## config.mk

```make
export PLATFORM = sky130hd
export DESIGN_NAME = button_event_scheduler
export DESIGN_NICKNAME = d
export VERILOG_FILES = /design/src/rtl/button_event_scheduler.sv
export SDC_FILE = /design/constraint.sdc
export NUM_CORES = 1
export LEC_CHECK = 0
export BUFFER_PORTS_ARGS = -buffer_cell sky130_fd_sc_hd__buf_4
export CAP_MARGIN = 40
export CORE_ASPECT_RATIO = 0.75
export CORE_MARGIN = 4
export CORE_UTILIZATION = 45
export CTS_BUF_LIST = sky130_fd_sc_hd__clkbuf_2
export DETAILED_ROUTE_END_ITERATION = 12
export HOLD_SLACK_MARGIN = 0.12
export PLACE_DENSITY_LB_ADDON = 0.08
export SYNTH_ARGS = -nofsm -noshare
export SYNTH_HDL_FRONTEND = slang
export SYNTH_SLANG_ARGS = --single-unit
```

## constraint.sdc

```tcl
create_clock -name clk -period 3.2 [get_ports clk]
set_clock_uncertainty 0.05 [all_clocks]
set_input_delay 0.32 -clock clk [delete_from_list [all_inputs] [get_ports clk]]
set_output_delay 0.32 -clock clk [all_outputs]
set_load 0.05 [all_outputs]
```

## src/rtl/button_event_scheduler.sv

```systemverilog
// rtl/button_event_scheduler.sv - press/hold event arbiter feeding a small event FIFO
// Define BTN_AUTOREPEAT_EN to add per-button hold counters and long/repeat events.

module button_event_scheduler #(
  parameter int NUM_BTN      = 4,
  parameter int FIFO_DEPTH   = 4,
  parameter int HOLD_TICKS   = 100,
  parameter int REPEAT_TICKS = 20
) (
  input  logic                       clk,
  input  logic                       rst,
  input  logic                       tick,
  input  logic [NUM_BTN-1:0]         btn_lvl,
  input  logic                       evt_ready,
  input  logic                       ovf_clr,
  output logic                       evt_valid,
  output logic [$clog2(NUM_BTN)-1:0] evt_id,
  output logic                       evt_long,
  output logic                       overflow
);

  localparam int IDW = $clog2(NUM_BTN);
  localparam int PW  = $clog2(FIFO_DEPTH);

  logic [NUM_BTN-1:0] r_prev;
  logic [NUM_BTN-1:0] r_pend;
  logic [IDW-1:0]     r_rr;
  logic [IDW-1:0]     r_mem_id [FIFO_DEPTH];
  logic [PW-1:0]      r_wr;
  logic [PW-1:0]      r_rd;
  logic [PW:0]        r_count;
  logic               r_ovf;

  logic [NUM_BTN-1:0] w_rise;
  logic [NUM_BTN-1:0] w_new;
  logic [NUM_BTN-1:0] w_new_long;
  logic [NUM_BTN-1:0] w_drop;
  logic [NUM_BTN-1:0] w_grant_mask;
  logic               w_pop;
  logic               w_can_push;
  logic               w_grant_vld;
  logic [IDW-1:0]     w_grant_id;

  assign w_rise     = btn_lvl & ~r_prev;
  assign w_new      = w_rise | w_new_long;
  assign w_drop     = w_new & r_pend;
  assign evt_valid  = (r_count != '0);
  assign evt_id     = evt_valid ? r_mem_id[r_rd] : '0;
  assign overflow   = r_ovf;
  assign w_pop      = evt_valid && evt_ready;
  // A full queue still accepts a push when the head leaves on the same edge.
  assign w_can_push = (r_count != (PW+1)'(FIFO_DEPTH)) || w_pop;

  always_comb begin
    w_grant_vld = 1'b0;
    w_grant_id  = '0;
    for (int k = 0; k < NUM_BTN; k++) begin
      if (!w_grant_vld && r_pend[(int'(r_rr) + k) % NUM_BTN]) begin
        w_grant_vld = 1'b1;
        w_grant_id  = IDW'((int'(r_rr) + k) % NUM_BTN);
      end
    end
    if (!w_can_push) begin
      w_grant_vld = 1'b0;
    end
  end

  assign w_grant_mask = w_grant_vld ? (NUM_BTN'(1) << w_grant_id) : '0;

  always_ff @(posedge clk or posedge rst) begin
    if (rst) begin
      r_prev  <= '0;
      r_pend  <= '0;
      r_rr    <= '0;
      r_wr    <= '0;
      r_rd    <= '0;
      r_count <= '0;
      r_ovf   <= 1'b0;
      for (int i = 0; i < FIFO_DEPTH; i++) begin
        r_mem_id[i] <= '0;
      end
    end else begin
      r_prev <= btn_lvl;
      r_pend <= (r_pend & ~w_grant_mask) | (w_new & ~r_pend);
      if (|w_drop) begin
        r_ovf <= 1'b1;
      end else if (ovf_clr) begin
        r_ovf <= 1'b0;
      end
      if (w_grant_vld) begin
        r_mem_id[r_wr] <= w_grant_id;
        r_wr           <= r_wr + PW'(1);
        r_rr           <= (w_grant_id == IDW'(NUM_BTN - 1)) ? '0 : w_grant_id + IDW'(1);
      end
      if (w_pop) begin
        r_rd <= r_rd + PW'(1);
      end
      case ({w_grant_vld, w_pop})
        2'b10:   r_count <= r_count + (PW+1)'(1);
        2'b01:   r_count <= r_count - (PW+1)'(1);
        default: r_count <= r_count;
      endcase
    end
  end

`ifdef BTN_AUTOREPEAT_EN
  localparam logic [7:0] HOLD_T = 8'(HOLD_TICKS);
  localparam logic [7:0] TOP_T  = 8'(HOLD_TICKS + REPEAT_TICKS);

  logic [7:0]         r_hold [NUM_BTN];
  logic [NUM_BTN-1:0] r_long;
  logic               r_mem_long [FIFO_DEPTH];

  always_comb begin
    w_new_long = '0;
    for (int i = 0; i < NUM_BTN; i++) begin
      w_new_long[i] = tick && btn_lvl[i] &&
                      ((r_hold[i] + 8'd1 == HOLD_T) || (r_hold[i] + 8'd1 == TOP_T));
    end
  end

  // Reaching the repeat point reloads to HOLD_T so the counter never wraps.
  always_ff @(posedge clk or posedge rst) begin
    if (rst) begin
      r_long <= '0;
      for (int i = 0; i < NUM_BTN; i++) begin
        r_hold[i] <= 8'd0;
      end
      for (int i = 0; i < FIFO_DEPTH; i++) begin
        r_mem_long[i] <= 1'b0;
      end
    end else begin
      for (int i = 0; i < NUM_BTN; i++) begin
        if (!btn_lvl[i]) begin
          r_hold[i] <= 8'd0;
        end else if (tick) begin
          r_hold[i] <= (r_hold[i] + 8'd1 == TOP_T) ? HOLD_T : r_hold[i] + 8'd1;
        end
        if (w_new[i] && !r_pend[i]) begin
          r_long[i] <= !w_rise[i];
        end
      end
      if (w_grant_vld) begin
        r_mem_long[r_wr] <= r_long[w_grant_id];
      end
    end
  end

  assign evt_long = evt_valid && r_mem_long[r_rd];
`else
  logic w_unused_cfg;
  assign w_new_long   = '0;
  assign evt_long     = 1'b0;
  assign w_unused_cfg = tick ^ (HOLD_TICKS > 0) ^ (REPEAT_TICKS > 0);
`endif

endmodule
```

==> results of run 1 <==
-- how the worst max path moves through the flow --
stage          startpoint         end  slack [ps]
3_3_place_gp   r_count[0]  r_count[2]         710
6_report        r_pend[3]  r_count[2]         630
2_1_floorplan  r_count[0]  r_count[2]         780
3_5_place_dp   r_count[0]  r_count[2]         690
4_1_cts         r_pend[3]  r_count[2]         600
5_1_grt         r_pend[3]  r_count[2]         470
-- flip-flops by register name, summed over array words and instances (netlist names) --
name and count:
r_wr 2, r_prev 4, r_pend 4, r_count 3, r_mem_id 8, r_rd 2, r_rr 2, overflow 1
-- placed cells by master, fill, tap and decap left out, types with 2 or more instances in the layout --
master / count
xnor2_1: 3
xor2_1: 3
dfrtp_1: 26
mux2_4: 8
a31oi_1: 4
dlygate4sd3_1: 5
nand2b_1: 2
nor2b_1: 7
inv_2: 2
a21oi_1: 3
nand2_1: 6
and2_1: 4
clkbuf_2: 3
o21ai_0: 2
mux4_2: 2
inv_1: 7
nand2_4: 4
nor2_1: 6
buf_4: 11
ha_1: 9
-- cell usage after synthesis (2+ instances only) --
cell type	n
a21oi_1	3
a31oi_1	4
and2_1	4
dfrtp_1	26
ha_1	9
inv_1	7
inv_2	2
mux2_4	8
mux4_2	2
nand2_1	6
nand2_4	4
nand2b_1	2
nor2_1	6
nor2b_1	7
o21ai_0	2
xnor2_1	3
xor2_1	3
-- tightest hold or removal path, delay by kind of cell --
| family | cells | cell delay [ps] |
|---|---|---|
| buffers and inverters | 1 | 70 |
| AND/OR/NAND/NOR | 2 | 90 |
| AO/OA/AOI/OAI | 1 | 110 |
-- layer usage --
metal / global-route usage (%) / wire length (microns)
met1: 19.5 / 1240
met2: 20.5 / 1090
met3: 4.51 / 82
met4: 1.61 / 12
met5: 0 / 0
-- cells by family (layout without fill, tap and decap cells) --
group	after synthesis	in the layout	share of synthesized area, %
DFF	26	26	47.0
xor gates and xnor gates	6	6	3.80
buffers and inverters	11	29	4.43
and+or+nand+nor	33	33	15.0
other	1	1	0.271
muxes	11	11	12.7
adders and majority gates	10	10	9.58
AOI/OAI and AO/OA	14	14	7.23
-- power groups by stage --
stage,Clock (mW),Combinational [mW],Sequential [mW]
6_report,0.119,1.00,0.631
5_1_grt,0.141,1.11,0.650
4_1_cts,0.123,1.02,0.631
3_5_place_dp,0,1.00,0.637
3_3_place_gp,0,0.976,0.629
2_1_floorplan,0,0.809,0.608
-- final cells by class --
type                            instances  share of cell area (%)
Tap cell                               38                    3.01
Sequential cell                        26                    41.2
Multi-Input combinational cell         75                    42.6
Inverter                                9                    2.14
Timing Repair Buffer                   17                    10.1
Clock buffer                            3                   0.951
-- metrics by stage --
step | hold WS, ps | instances | setup WS (ps)
2_1_floorplan | 301 | 112 | 776
3_3_place_gp | 386 | 159 | 710
3_5_place_dp | 280 | 160 | 693
4_1_cts | 202 | 168 | 603
5_1_grt | 196 | 168 | 468
6_report | 208 | 168 | 626
==> metrics.md, run 1 <==
| Metric | Value |
|---|---|
| Final Hold Fails | 0 |
| Mapped Cells | 112 |
| Port Buffers | 11 |
| CP max-delay cell | or4_1 |
| Footprint of the multi-input gates | 672 sq um |
| Setup tns final | 0 ps |
| Max-cap violation count | 0 |
| Cell Area, Synth | 1380 sq um |
| Clk sinks | 26 |
| Crit-path max cell delay | 570 ps |
| RR Endpoint | r_count[2] |
| First-pass GRT wire length | 4.23 mm |
| Seq/Total Area, Yosys | 47.0% |
| Share of power burned in the clock network | 6.8% |
| Post-Syn Nets | 131 |
| Critical Path AT | 2810 ps |
| Utilization after layout | 53.8% |
| Post-synth top area share | 47.0% |
| R2r setup slk | 630 ps |
| CTS Hold Bufs | 5 |
| Dpl hpwl | 1.87 mm |
| Async set-reset flop share out of synthesis | 100% |
| Clock buffer depth | 2 |
| Via count | 870 |
| Die area | 4040 sq um |
| Syn avg cell area | 12.4 sq um |
| Distinct cell type count of the synthesized netlist | 31 |
| Largest net degree at the start of global routing | 20 |
| Kind of critical path | reg -> reg |
| Worst rel slew slack | 60.1% |
| Drt wl/cell | 14.5 microns |
| Root Driver | clkbuf_2 |
| Worst-path maximum fanout | 8 |
| Sw Ratio | 43.5% |
| Postcts setup bufs | 0 |
| Dpl cell area | 1510 sq um |
| Combinational share of power | 57.2% |
| Worst Min Path Start | ovf_clr |
| Row count | 17 |
| Worst path depth | 9 |
| Total power | 1.75 mW |
| Vias in the first global route | 890 |
| Area leader, netlist | dfrtp_1 |
| Register bit count reported by yosys | 26 |
| Starting density of the core | 47.1% |
| Status | complete, no violations |
| Via/cell ratio | 5.18 |
| Final period utilization | 80.4% |
| 1st-iter DRT viols | 28 |
| GPL Wtd Cong | 0.731 |
| Fin nets | 151 |
| Post-synth EDFFs | 0 |
| Start of the worst register-to-register path | r_pend[3] |
| Share of cells above drive strength 1 | 26.2% |
| Slew Viols, Final | 0 |
| F_max | 389 MHz |
| Top cells by area, synth | dfrtp_1 (47%), mux2_4 (8.7%), ha_1 (8.1%) |
| Finished Cell Area | 1580 sq um |
| Crit path max-delay family | simple AND/OR/NAND/NOR gates |
| Pwr/cell area | 1110 nW/um^2 |
| Tot GR Track Use | 13.6% |
| Filler cell count in the final layout | 262 |
| TritonCTS Buffers | 3 |
| Maximum VDD drop | 0.559 mV |
| CP bufs+invs | 2 |
| Min-Delay Path Class | in -> reg |
| Worst-Margin Slew | 598 ps |
| Residual DRC | 0 |
| Final ANT Viol Nets | 0 |
| CP Capture Type | flip-flop |
| Cell Chain, Critical Path | or4_1, and2_4, inv_2, ha_1, inv_1, fa_1, xor2_1, nor2_1, xor2_1 |
| Worst r2r path cells | 9 |
| Most used cell, CP | xor2_1 |
| DR pass1 iterations | 5 |
| RSZ-0062 raised after global routing | no |
| Hold path depth | 4 |
| Setup violations, final | 0 |
| Die height | 56.0 microns |
| N_diodes | 0 |
| Ports | 14 |
| Fin crit period | 2570 ps |
| Number of H-tree levels | 1 |
| Initial antenna violation count | 0 |
| Chip width | 72.0 microns |
| Hold Crit Endpoint | overflow |
| Post-CTS sizing | 0 |
| Clock Latency Late Sink | 340 ps |
| Storage element area | 651 sq um |
| Leak pwr | 0.750 nW |
| CP required | 3440 ps |
| Power Internal | 991 uW |
| Top FF cell, synth | dfrtp_1 |
| Layout area overhead | 14.1% |
| Area of the core | 2940 sq um |
| Yosys warns | 0 |
| Reg clk slew, reported paths | 230 ps |
| CTS tree | yes |
| Final WL | 2.43 mm |
| Gr ovfl total | 0 |
| Switching power | 762 uW |
| Register share of total power | 36.0% |
| Setup crit start kind | flip-flop |
(Power assumes the default switching activity.)
==> run 2: changes to the inputs <==
==> constraint.sdc (replaced) <==
create_clock -name clk -period 2.4 [get_ports clk]
set_clock_uncertainty 0.05 [all_clocks]
set_input_delay 0.24 -clock clk [delete_from_list [all_inputs] [get_ports clk]]
set_output_delay 0.24 -clock clk [all_outputs]
set_load 0.05 [all_outputs]
==> metrics.md, run 2 (synthesis gave the netlist of run 1 again) <==
| Metric | Value |
|---|---|
| Biggest regs | r_mem_id x8, r_pend x4, r_prev x4 (unchanged) |
| Status | complete, no violations (unchanged) |
| Kind of critical path | reg -> reg (unchanged) |
| Most common cell after layout, fill and taps aside | dfrtp_1 (unchanged) |
| CTS tree | yes (unchanged) |
| Sw Ratio | 42.7% (was 43.5%) |
| Residual DRC | 0 (unchanged) |
| Fin crit period | 2310 ps (was 2570 ps) |
| Cell Chain, Critical Path | or4b_4, and2_4, inv_4, ha_4, inv_2, fa_2, xor2_1, nor2_1, xor2_1 (was or4_1, and2_4, inv_2, ha_1, inv_1, fa_1, xor2_1, nor2_1, xor2_1) |
| Reg clk slew, reported paths | 240 ps (was 230 ps) |
| Register share of total power | 31.6% (was 36.0%) |
| Largest net degree at the start of global routing | 27 (was 20) |
| Vias in the first global route | 923 (was 890) |
| Setup violations, final | 0 (unchanged) |
| Port Buffers | 11 (unchanged) |
| Maximum VDD drop | 0.777 mV (was 0.559 mV) |
| Utilization after layout | 56.9% (was 53.8%) |
| TritonCTS Buffers | 3 (unchanged) |
| Share of cells above drive strength 1 | 33.8% (was 26.2%) |
| Crit-path max cell delay | 550 ps (was 570 ps) |
| Power Internal | 1.44 mW (was 991 uW) |
| 1st-iter DRT viols | 50 (was 28) |
| Critical Path AT | 2560 ps (was 2810 ps) |
| Die area | 4040 sq um (unchanged) |
| Crit path max-delay family | simple AND/OR/NAND/NOR gates (unchanged) |
| Number of H-tree levels | 1 (unchanged) |
| Ports | 14 (unchanged) |
| Die height | 56.0 microns (unchanged) |
| Slew Viols, Final | 0 (unchanged) |
| Pwr/cell area | 1510 nW/um^2 (was 1110 nW/um^2) |
| Tot GR Track Use | 14.6% (was 13.6%) |
| Clock Latency Late Sink | 350 ps (was 340 ps) |
| Max-cap violation count | 0 (unchanged) |
| Combinational share of power | 61.9% (was 57.2%) |
| Min-Delay Path Class | in -> reg (unchanged) |
| Root Driver | clkbuf_2 (unchanged) |
| CP required | 2650 ps (was 3440 ps) |
| Fin nets | 162 (was 151) |
| GPL Wtd Cong | 0.711 (was 0.731) |
| F_max | 432 MHz (was 389 MHz) |
| First-pass GRT wire length | 4.51 mm (was 4.23 mm) |
| Worst-path maximum fanout | 5 (was 8) |
| Dpl hpwl | 1.98 mm (was 1.87 mm) |
| Place WS | 25.7 ps (was 693 ps) |
| Biggest register | r_mem_id (unchanged) |
| Layout area overhead | 20.6% (was 14.1%) |
| Row count | 17 (unchanged) |
| Drt wl/cell | 14.8 microns (was 14.5 microns) |
| Clk sinks | 26 (unchanged) |
| Share of power burned in the clock network | 6.5% (was 6.8%) |
| Commonest cells after routing, fill and taps aside | dfrtp_1 (26), buf_4 (22), mux2_4 (8), ha_1 (8), nor2b_1 (7) (was dfrtp_1 (26), buf_4 (11), ha_1 (9)) |
| N_diodes | 0 (unchanged) |
| Starting density of the core | 47.1% (unchanged) |
| CP max-delay cell | or4b_4 (was or4_1) |
| Chip width | 72.0 microns (unchanged) |
| Switching power | 1.07 mW (was 762 uW) |
| Via count | 913 (was 870) |
| Initial antenna violation count | 0 (unchanged) |
| Setup WS post-layout | 87.2 ps (was 626 ps) |
| Clock buffer depth | 2 (unchanged) |
| Final period utilization | 96.4% (was 80.4%) |
| Gr ovfl total | 0 (unchanged) |
| CP Capture Type | flip-flop (unchanged) |
| Final ANT Viol Nets | 0 (unchanged) |
| Leak pwr | 0.794 nW (was 0.750 nW) |
| Most used cell, CP | xor2_1 (unchanged) |
| Area of the core | 2940 sq um (unchanged) |
| Final Hold Fails | 0 (unchanged) |
| Final WL | 2.66 mm (was 2.43 mm) |
| RSZ-0062 raised after global routing | yes (was no) |
| DR pass1 iterations | 4 (was 5) |
| Setup crit start kind | flip-flop (unchanged) |
| Via/cell ratio | 5.07 (was 5.18) |
| CP bufs+invs | 2 (unchanged) |
| Max reg flops | 8 (unchanged) |
[run 2: path summary, 6_finish.rpt]
path	startpoint	end	slack [ps]	depth (start not counted)
max	r_count[1]	r_count[2]	90	9
min reg2reg	r_count[2]	r_count[2]	480	1
max in group asynchronous	rst	r_mem_id[1]	1660	4
max reg2reg	r_count[1]	r_count[2]	90	9
min in group asynchronous	rst	r_mem_id[2]	400	4
min	evt_ready	r_pend[3]	240	4
[run 2: area by class of cell]
class	instances	area, sq um
sequential	26	651
inverter	9	36.3
timing repair buffer	28	225
clock inverter	1	3.75
multi-input combinational	75	691
tap	38	47.5
fill	251	1270
clock buffer	3	15.0
[run 2: tightest hold or removal path, stage by stage]
cell     delay, ps
buf_4           80
or4b_4         120
buf_4          110
a31oi_1         80
[run 2: layer usage]
layer	up-vias	track usage (%)	wire, microns	share of wire [%]
li1	436	-	-	-
met1	455	20.3	1310	49
met2	18	22.4	1230	46
met3	4	4.51	94	3.5
met4	0	2.95	31	1.2
met5	-	0	0	0
[run 2: timing repair]
action / CTS / global route
hold endpoints to repair: 31 / 0
gates resized for setup: 1 / 2
setup endpoints to repair: 1 / 1
setup buffers: 2 / 2
hold buffers: 6 / 0
pin swaps: 1 / 4
cloned: 0 / 0
[run 2: power by group through the flow]
stage	clock [mW]	combinational, mW	sequential (mW)
floorplan	0	1.09	0.813
global placement	0	1.45	0.795
detailed placement	0	1.49	0.810
CTS	0.171	1.54	0.791
global route	0.198	1.69	0.818
finish	0.165	1.56	0.795
[run 2: stage by stage]
stage | instance area (sq um) | hold slack, ps | instances | TNS, ps | power [mW]
after floorplan | 1400 | 221 | 112 | 0 | 1.91
after global placement | 1560 | 267 | 166 | 0 | 2.24
after detailed placement | 1560 | 272 | 166 | 0 | 2.30
after CTS | 1650 | 138 | 178 | 0 | 2.51
after global routing | 1670 | 181 | 180 | -22.7 | 2.71
final | 1670 | 238 | 180 | 0 | 2.52
